<file path="src/rtl/regfile_pkg.sv">
// Shared definitions for the regfile writeback scheduler.
// Optional build macro: REGFILE_WB_FIXED_PRIO_EN (LSU wins ties, no round-robin state).
package regfile_pkg;

    localparam int unsigned XLEN      = 32;
    localparam int unsigned REG_IDX_W = 5;
    localparam int unsigned NUM_REGS  = 32;

    localparam logic [REG_IDX_W-1:0] ZERO_REG = '0;

    // Writeback requester identity; also the encoding of last_grant.
    typedef enum logic {
        REQ_ALU = 1'b0,
        REQ_LSU = 1'b1
    } req_id_t;

    // True when the index names the hardwired-zero register.
    function automatic logic is_zero_reg(input logic [REG_IDX_W-1:0] idx);
        return (idx == ZERO_REG);
    endfunction

endpackage

</file>
<file path="src/rtl/regfile_wb_sched_rr_arb2.sv">
// Two-input writeback arbiter (ALU vs LSU).
// Default: round-robin with last_grant held here, LSU as reset value so the ALU wins the first tie.
// With REGFILE_WB_FIXED_PRIO_EN defined: LSU always wins a tie and no state is kept.
module rr_arb2
    import regfile_pkg::*;
(
`ifndef REGFILE_WB_FIXED_PRIO_EN
    input  logic clk,
    input  logic rst,
`endif
    input  logic i_req_alu,
    input  logic i_req_lsu,
    output logic o_gnt_alu_c,
    output logic o_gnt_lsu_c
);

`ifndef REGFILE_WB_FIXED_PRIO_EN
    req_id_t r_last_grant;

    // Grant the sole requester, or on a tie the one that did not win last time.
    always_comb begin
        o_gnt_alu_c = 1'b0;
        o_gnt_lsu_c = 1'b0;
        if (i_req_alu && i_req_lsu) begin
            o_gnt_alu_c = (r_last_grant == REQ_LSU);
            o_gnt_lsu_c = (r_last_grant == REQ_ALU);
        end else begin
            o_gnt_alu_c = i_req_alu;
            o_gnt_lsu_c = i_req_lsu;
        end
    end

    // Track the winner of every completed handshake (ready == grant, so every grant completes).
    always_ff @(posedge clk or posedge rst) begin
        if (rst) begin
            r_last_grant <= REQ_LSU;
        end else if (o_gnt_alu_c) begin
            r_last_grant <= REQ_ALU;
        end else if (o_gnt_lsu_c) begin
            r_last_grant <= REQ_LSU;
        end
    end
`else
    // Fixed priority: loads must never back up the memory pipe.
    always_comb begin
        o_gnt_lsu_c = i_req_lsu;
        o_gnt_alu_c = i_req_alu && !i_req_lsu;
    end
`endif

endmodule

</file>
<file path="src/rtl/regfile_wb_sched.sv">
// Regfile writeback scheduler: arbitrates ALU/LSU onto the single regfile write port through a
// registered write stage, suppresses x0 writes and keeps a pending-write scoreboard for RAW stalls.
// Optional build macro: REGFILE_WB_FIXED_PRIO_EN (selects fixed LSU priority in rr_arb2).
module regfile_wb_sched
    import regfile_pkg::*;
(
    input  logic                 clk,
    input  logic                 rst,

    input  logic                 alu_valid,
    output logic                 alu_ready,
    input  logic [REG_IDX_W-1:0] alu_idx,
    input  logic [XLEN-1:0]      alu_data,

    input  logic                 lsu_valid,
    output logic                 lsu_ready,
    input  logic [REG_IDX_W-1:0] lsu_idx,
    input  logic [XLEN-1:0]      lsu_data,

    input  logic                 issue_valid,
    input  logic [REG_IDX_W-1:0] issue_idx,
    input  logic [REG_IDX_W-1:0] rs1_idx,
    input  logic [REG_IDX_W-1:0] rs2_idx,
    output logic                 rs1_busy,
    output logic                 rs2_busy,

    output logic                 rf_write_enable,
    output logic [REG_IDX_W-1:0] rf_write_idx,
    output logic [XLEN-1:0]      rf_write_data
);

    logic                 w_req_alu;
    logic                 w_req_lsu;
    logic                 w_gnt_alu;
    logic                 w_gnt_lsu;
    logic                 w_hs;
    logic [REG_IDX_W-1:0] w_sel_idx;
    logic [XLEN-1:0]      w_sel_data;
    logic [NUM_REGS-1:0]  w_busy_nxt;

    logic                 r_we;
    logic [REG_IDX_W-1:0] r_idx;
    logic [XLEN-1:0]      r_data;
    logic [NUM_REGS-1:0]  r_busy;

    // Requests are masked during reset so ready reads 0 while rst is high.
    always_comb begin
        w_req_alu = alu_valid && !rst;
        w_req_lsu = lsu_valid && !rst;
    end

    rr_arb2 u_arb (
`ifndef REGFILE_WB_FIXED_PRIO_EN
        .clk         (clk),
        .rst         (rst),
`endif
        .i_req_alu   (w_req_alu),
        .i_req_lsu   (w_req_lsu),
        .o_gnt_alu_c (w_gnt_alu),
        .o_gnt_lsu_c (w_gnt_lsu)
    );

    // Write stage always accepts, so ready is simply the grant; mux the winner's payload.
    always_comb begin
        alu_ready  = w_gnt_alu;
        lsu_ready  = w_gnt_lsu;
        w_hs       = w_gnt_alu || w_gnt_lsu;
        w_sel_idx  = w_gnt_lsu ? lsu_idx  : alu_idx;
        w_sel_data = w_gnt_lsu ? lsu_data : alu_data;
    end

    // Registered write stage; x0 writes complete the handshake but never enable the port.
    always_ff @(posedge clk or posedge rst) begin
        if (rst) begin
            r_we   <= 1'b0;
            r_idx  <= '0;
            r_data <= '0;
        end else begin
            r_we <= w_hs && !is_zero_reg(w_sel_idx);
            if (w_hs) begin
                r_idx  <= w_sel_idx;
                r_data <= w_sel_data;
            end
        end
    end

    // Scoreboard next state: clear on the write cycle, then a same-cycle issue re-sets (set wins).
    always_comb begin
        w_busy_nxt = r_busy;
        if (r_we) begin
            w_busy_nxt[r_idx] = 1'b0;
        end
        if (issue_valid && !is_zero_reg(issue_idx)) begin
            w_busy_nxt[issue_idx] = 1'b1;
        end
        w_busy_nxt[0] = 1'b0;
    end

    // Scoreboard register; bit 0 stays clear so x0 never reads busy.
    always_ff @(posedge clk or posedge rst) begin
        if (rst) begin
            r_busy <= '0;
        end else begin
            r_busy <= w_busy_nxt;
        end
    end

    // Port-side views of the write stage and scoreboard lookups.
    always_comb begin
        rf_write_enable = r_we;
        rf_write_idx    = r_idx;
        rf_write_data   = r_data;
        rs1_busy        = r_busy[rs1_idx];
        rs2_busy        = r_busy[rs2_idx];
    end

endmodule

</file>
<file path="config.mk">
export PLATFORM = sky130hd
export DESIGN_NAME = regfile_wb_sched
export DESIGN_NICKNAME = d
export VERILOG_FILES = /design/src/rtl/regfile_pkg.sv /design/src/rtl/regfile_wb_sched_rr_arb2.sv /design/src/rtl/regfile_wb_sched.sv
export SDC_FILE = /design/constraint.sdc
export NUM_CORES = 1
export LEC_CHECK = 0
export CAP_MARGIN = 20
export CELL_PAD_IN_SITES_DETAIL_PLACEMENT = 1
export CELL_PAD_IN_SITES_GLOBAL_PLACEMENT = 1
export CORE_MARGIN = 5
export CORE_UTILIZATION = 51
export CTS_BUF_LIST = sky130_fd_sc_hd__clkbuf_16
export DETAILED_ROUTE_END_ITERATION = 10
export DONT_BUFFER_PORTS = 1
export MAX_ROUTING_LAYER = met4
export PLACE_DENSITY_LB_ADDON = 0.1
export SYNTH_ARGS = -nofsm -noshare
export SYNTH_HDL_FRONTEND = slang
export SYNTH_SLANG_ARGS = --single-unit
</file>
<file path="constraint.sdc">
create_clock -name clk -period 8.4 [get_ports clk]
set_input_delay 2.52 -clock clk [delete_from_list [all_inputs] [get_ports clk]]
set_output_delay 2.52 -clock clk [all_outputs]
set_load 0.01 [all_outputs]
</file>
==> flow_summary_export.csv, run 1 <==
group,metric,value,unit
logic_synthesis,synth_top_family_by_area,"multiplexers",
logic_synthesis,ys_warn_count,0,
worst_hold_path,hold_end,"u_arb.r_last_grant",
logic_synthesis,syn_area,3717,sq um
timing,maxSlewHeadroom,38.13,%
cts,cts_root_buf,"clkbuf_16",
cts,cts_resized,0,
logic_synthesis,synth_mux_area_share,18.65,%
worst_setup_path,crit_required,5.88,ns
logic_synthesis,ys_ff_latch,70,
grt,use_met3,8.761,%
logic_synthesis,synth.top_cells.by_count,"96 x o21ai_0, 69 x dfrtp_1, 55 x mux2i_1",
logic_synthesis,yosys.area.top_type,"dfrtp_1",
logic_synthesis,synth_fp_nets,468,
worst_setup_path,worstRegToRegCells,4,
logic_synthesis,synthFlopType,"dfrtp_1",
logic_synthesis,yosys.area_share.adder,0,%
timing,finalSetupTns,0,ns
die,rows,31,
power,ir_drop,0.0001407,V
worst_setup_path,crit_path_end_kind,"output port",
run,maxCapViolCount,0,
worst_setup_path,reg2reg_to,"rf_write_data[31]",
cts,cts_inserted_buffers,9,
worst_setup_path,reg2reg_slack,6.66,ns
power,power.leakage,1.788,nW
logic_synthesis,syn_avg_cell_area,9.939,sq um
layout,fillers,820,
routing,detail_route.wirelength,10610,microns
grt,grt_pass1_vias,3258,
timing,period_needed,6.007,ns
routing,wire_per_inst,22.57,microns
die,fp.dieH,95.38,microns
routing,vias,2952,
worst_setup_path,crit_fanout,10,
die,ios,136,
logic_synthesis,synth_compound_area_share,17.06,%
placement,dp.cells,454,
worst_hold_path,worstHoldPathCells,2,
layout,n_antenna_cell,0,
grt,top_usage_layer,"met2",
layout,final_nets,460,
cts,post_cts_buffers,0,
timing,rsz0062_at_grt,"no",
timing,fin_crit_sh,71.51,%
timing,worst_pin_slew,0.9281,ns
die,dieArea,9096,sq um
layout,layout.cells.non_filler,470,
logic_synthesis,synth_xor_area_share,0,%
timing,slew_viol_final,0,
logic_synthesis,synth_seq_area_share,47.16,%
timing,fmax,166.5,MHz
cts,clk_latency,0.33,ns
cts,clk_pin_slew,0.06,ns
cts,cts_tree,"yes",
logic_synthesis,syn_inst,374,
grt,grt_overflow,0,
worst_setup_path,reg2reg_from,"u_arb.r_last_grant",
layout,layout-drive-gt1-share,7.817,%
worst_hold_path,hold_start,"u_arb.r_last_grant",
routing,drt-pass1-iter-count,4,
worst_setup_path,worstPathArrival,3.49,ns
logic_synthesis,yosys.area.top_type_share,46.45,%
placement,hpwl,7652,microns
routing,drc_errors,0,
timing,whs,0.5082,ns
grt,grt_use_met2,43.09,%
placement,portBuffers,0,
routing,drt_iter0_markers,102,
timing,skew,0.006320,ns
worst_setup_path,critPathKind,"in -> out",
status,status,"completed",
cts,cts.sinks,70,
worst_setup_path,start_kind,"input port",
logic_synthesis,yosysMostFrequentCell,"o21ai_0",
timing,setup_viol,0,
placement,place.gp.congestion,0.7841,
cts,holdBufCountCts,0,
die,die_w,95.38,microns
routing,final_antenna_net_count,0,
routing,via_per_inst,6.281,
grt,grtUsageTotal,24.93,%
layout,area_growth,8.886,%
logic_synthesis,synth_edf_count,0,
logic_synthesis,ys_top_cells_by_area,"dfrtp_1 46%, mux2i_1 15%, o21ai_0 13%",
grt,grt_pass1_wl,16880,microns
logic_synthesis,synth_simple_gate_area_share,12.76,%
die,core_area,7176,sq um
die,initial_core_util,51.80,%
grt,grt_max_degree,72,
grt,antenna_found_initial,0,
timing,hold_violations,0,
worst_hold_path,hold_path_class,"reg -> reg",
cts,cts_max_level,3,
logic_synthesis,ys_types,32,
cts,cts.path.max_buffers,2,
power,power_density,272.1,nW/um^2
grt,grt_use_met1,27.95,%
logic_synthesis,ys_async_sr_fraction,100.0,%
cell families (layout without fill, tap and decap cells):
| logic type | Yosys count | count (layout) |
|---|---|---|
| buf+inv | 27 | 24 |
| flops | 70 | 70 |
| compound gates | 120 | 120 |
| simple gates | 96 | 96 |
| mux | 61 | 61 |
where the power goes:
group	internal, mW	switching [mW]	total, mW
Sequential	0.420	0.0900	0.510
Clock	0.258	0.144	0.402
Combinational	0.0894	0.0993	0.189
worst max-delay path, cell delays in order:
cell,delay (ns)
mux4_1,0.54
o2111ai_1,0.23
nand4_1,0.19
flip-flops by register name, indices dropped and copies added (netlist names):
register,cells
rf_write_data,32
r_busy,31
rf_write_idx,5
rf_write_enable,1
u_arb.r_last_grant,1
worst max-delay path by stage:
stage                           from         to
final                     rs2_idx[1]   rs2_busy
after CTS                 rs2_idx[1]   rs2_busy
after global placement    rs2_idx[1]   rs2_busy
after floorplan                  rst  alu_ready
after detailed placement  rs1_idx[1]   rs1_busy
after global routing      rs2_idx[1]   rs2_busy
layout by cell type (no fill, tap or decap), types with 3 or more instances in the layout:
master     synthesis  routed
or3b_2             3       3
nand3_1           12      12
a21oi_1            7       7
inv_1              5       5
a22oi_1            4       4
o21ai_1            5       5
nor2_1             9       9
nand2_1           45      45
nand3b_1          10      10
nand2b_1           5       5
dfrtp_1           69      69
mux4_2             4       4
o21ai_0           96      95
mux2i_1           55      55
buf_4              6       3
clkbuf_16          0       9
area by class of cell:
type	count	area (sq um)	share of cell area [%]
Timing Repair Buffer	3	22.52	0.5564
Multi-Input combinational cell	277	1814	44.82
Tap cell	99	123.9	3.060
Clock inverter	7	90.09	2.226
Sequential cell	70	1753	43.31
Inverter	5	18.77	0.4637
Clock buffer	9	225.2	5.564
layer usage:
metal	vias to the layer above	share of wire [%]	routed length, microns
li1	1338	-	-
met1	1496	39	4168
met2	108	52	5522
met3	10	7.6	805
met4	0	1.0	110
met5	-	0	0
through the flow:
stage	power [mW]	instance area [sq um]	setup WS, ns	utilization (%)
4_1_cts	1.108	4048	2.389	56.41
6_report	1.101	4048	2.393	56.41
2_1_floorplan	0.6392	3717	1.424	-
3_3_place_gp	0.6834	3732	2.430	52.01
3_5_place_dp	0.6999	3732	2.393	52.01
5_1_grt	1.162	4048	2.359	56.41
(Power assumes the default switching activity.)
==> run 2, diff against run 1 <==
--- a/config.mk
+++ b/config.mk
@@ -9,7 +9,7 @@
 export CELL_PAD_IN_SITES_DETAIL_PLACEMENT = 1
 export CELL_PAD_IN_SITES_GLOBAL_PLACEMENT = 1
 export CORE_MARGIN = 5
-export CORE_UTILIZATION = 51
+export CORE_UTILIZATION = 42
 export CTS_BUF_LIST = sky130_fd_sc_hd__clkbuf_16
 export DETAILED_ROUTE_END_ITERATION = 10
 export DONT_BUFFER_PORTS = 1
==> constraint.sdc (replaced) <==
create_clock -name clk -period 5.2 [get_ports clk]
set_input_delay 1.56 -clock clk [delete_from_list [all_inputs] [get_ports clk]]
set_output_delay 1.56 -clock clk [all_outputs]
set_load 0.01 [all_outputs]
==> flow_summary_export.csv, run 2 (synthesis gave the netlist of run 1 again) <==
group,metric,value,unit
power,clockPowerShare,37.9,%
timing,hold_violations,0,
routing,drc_errors,0,
grt,grtUsageTotal,19.33,%
timing,rsz0062_at_grt,"no",
cts,clk_latency,0.32,ns
grt,antenna_found_initial,0,
die,core_area,8678,sq um
die,ios,136,
power,p_int,1.285,mW
grt,grt_pass1_wl,16520,microns
status,status,"completed",
worst_setup_path,worstPathArrival,2.51,ns
worst_setup_path,critPathKind,"in -> out",
power,power_frac_comb,16.4,%
cts,post_cts_buffers,0,
timing,worst_pin_slew,0.9249,ns
timing,maxSlewHeadroom,38.34,%
layout,final_nets,460,
worst_hold_path,hold_path_class,"reg -> reg",
layout,n_antenna_cell,0,
placement,portBuffers,0,
power,switching_share,28.44,%
grt,top_usage_layer,"met2",
timing,finalSetupTns,0,ns
timing,fin_crit_sh,78.23,%
die,fp.dieH,104.1,microns
worst_setup_path,cp_cell_sequence,"mux4_1, o2111ai_1, nand4_1",
cts,cts_resized,0,
power,power.leakage,1.799,nW
timing,setup_viol,0,
power,ir_drop,0.0001780,V
routing,detail_route.wirelength,10190,microns
routing,drt-pass1-iter-count,5,
power,power_density,440.9,nW/um^2
cts,cts_max_level,3,
power,p_seq_share,45.6,%
grt,grt_use_met2,32.51,%
grt,use_met3,5.462,%
cts,holdBufCountCts,0,
power,switching_power,0.5108,mW
die,rows,34,
timing,slew_viol_final,0,
layout,final_common_cell,"o21ai_0",
routing,wire_per_inst,21.28,microns
routing,vias,2888,
worst_setup_path,slowest_delay,0.52,ns
layout,postLayoutCoreUtil,46.94,%
timing,skew,0.007176,ns
timing,period_needed,4.068,ns
worst_setup_path,critPathTopFamily,"multiplexers",
die,dieArea,10830,sq um
worst_setup_path,crit_fanout,10,
layout,layout_common_cells,"95 x o21ai_0, 69 x dfrtp_1, 55 x mux2i_1",
worst_setup_path,path_buf_inv,0,
worst_setup_path,start_kind,"input port",
cts,cts_inserted_buffers,9,
layout,area_growth,9.593,%
cts,cts.path.max_buffers,2,
cts,cts.sinks,70,
worst_setup_path,reg2reg_slack,3.46,ns
run,maxCapViolCount,0,
cts,clk_pin_slew,0.05,ns
routing,via_per_inst,6.029,
layout,layout-drive-gt1-share,7.008,%
grt,grt_max_degree,72,
placement,place.gp.congestion,0.8187,
die,initial_core_util,42.83,%
layout,largest_reg_flops,32,
worst_setup_path,cpMaxStageDelayCell,"mux4_1",
cts,cts_root_buf,"clkbuf_16",
grt,grt_overflow,0,
worst_setup_path,crit_required,3.64,ns
timing,fmax,245.8,MHz
routing,drt_iter0_markers,104,
routing,final_antenna_net_count,0,
die,die_w,104.1,microns
worst_setup_path,crit_path_end_kind,"output port",
grt,grt_use_met1,22.79,%
grt,grt_pass1_vias,3164,
placement,hpwl,7674,microns
cts,cts_tree,"yes",
-- run 2: changes by cell type in the layout (fill, tap and decap cells not counted), sizes merged --
cell | previous run | this run
bufinv | 2 | 3
clkinv | 3 | 2
clkinvlp | 1 | 0
inv | 6 | 7
-- run 2: layer usage --
metal | part of all wire, % | wire length (microns)
met1 | 41 | 4228
met2 | 51 | 5169
met3 | 6.8 | 697
met4 | 0.93 | 95
met5 | 0 | 0
-- run 2: final timing paths --
kind,startpoint,end,depth (start not counted)
worst max-delay path,rs2_idx[1],rs2_busy,3
worst min-delay path,u_arb.r_last_grant,u_arb.r_last_grant,2
worst max register to register,u_arb.r_last_grant,rf_write_idx[0],4
worst min register to register,u_arb.r_last_grant,u_arb.r_last_grant,2
max in group asynchronous,rst,rf_write_idx[3],2
min in group asynchronous,rst,rf_write_data[6],2
-- run 2: layout make-up --
type	instances	area, sq um
clock buffers	9	225.2
fillers	962	4604
well taps	108	135.1
clock inverters	7	105.1
repair buffers	3	22.52
multi-input cells	277	1814
flip-flops and latches	70	1753
inverters	5	18.77
-- run 2: worst reg2reg max path, stage by stage (launching register included) --
cell     delay (ns)
dfstp_2        0.55
a21o_2         0.15
buf_4          0.52
mux2i_1        0.28
o21ai_0        0.10
-- run 2: power by group through the flow --
| stage | Combinational, mW | Clock [mW] | Sequential (mW) |
|---|---|---|---|
| after floorplan | 0.261 | 0 | 0.771 |
| after global placement | 0.286 | 0 | 0.828 |
| after detailed placement | 0.300 | 0 | 0.829 |
| after CTS | 0.300 | 0.693 | 0.821 |
| after global routing | 0.341 | 0.716 | 0.841 |
| final | 0.295 | 0.681 | 0.820 |
-- run 2: metrics by stage --
| step | setup WS [ns] | power [mW] | instance area [sq um] | hold WS (ns) | instances |
|---|---|---|---|---|---|
| after floorplan | 0.1444 | 1.033 | 3717 | 0.4703 | 374 |
| after CTS | 1.136 | 1.814 | 4074 | 0.5053 | 479 |
| final | 1.132 | 1.796 | 4074 | 0.5035 | 479 |
| after global placement | 1.159 | 1.114 | 3744 | 0.4823 | 463 |
| after global routing | 1.109 | 1.899 | 4074 | 0.5311 | 479 |
| after detailed placement | 1.140 | 1.129 | 3744 | 0.5062 | 463 |
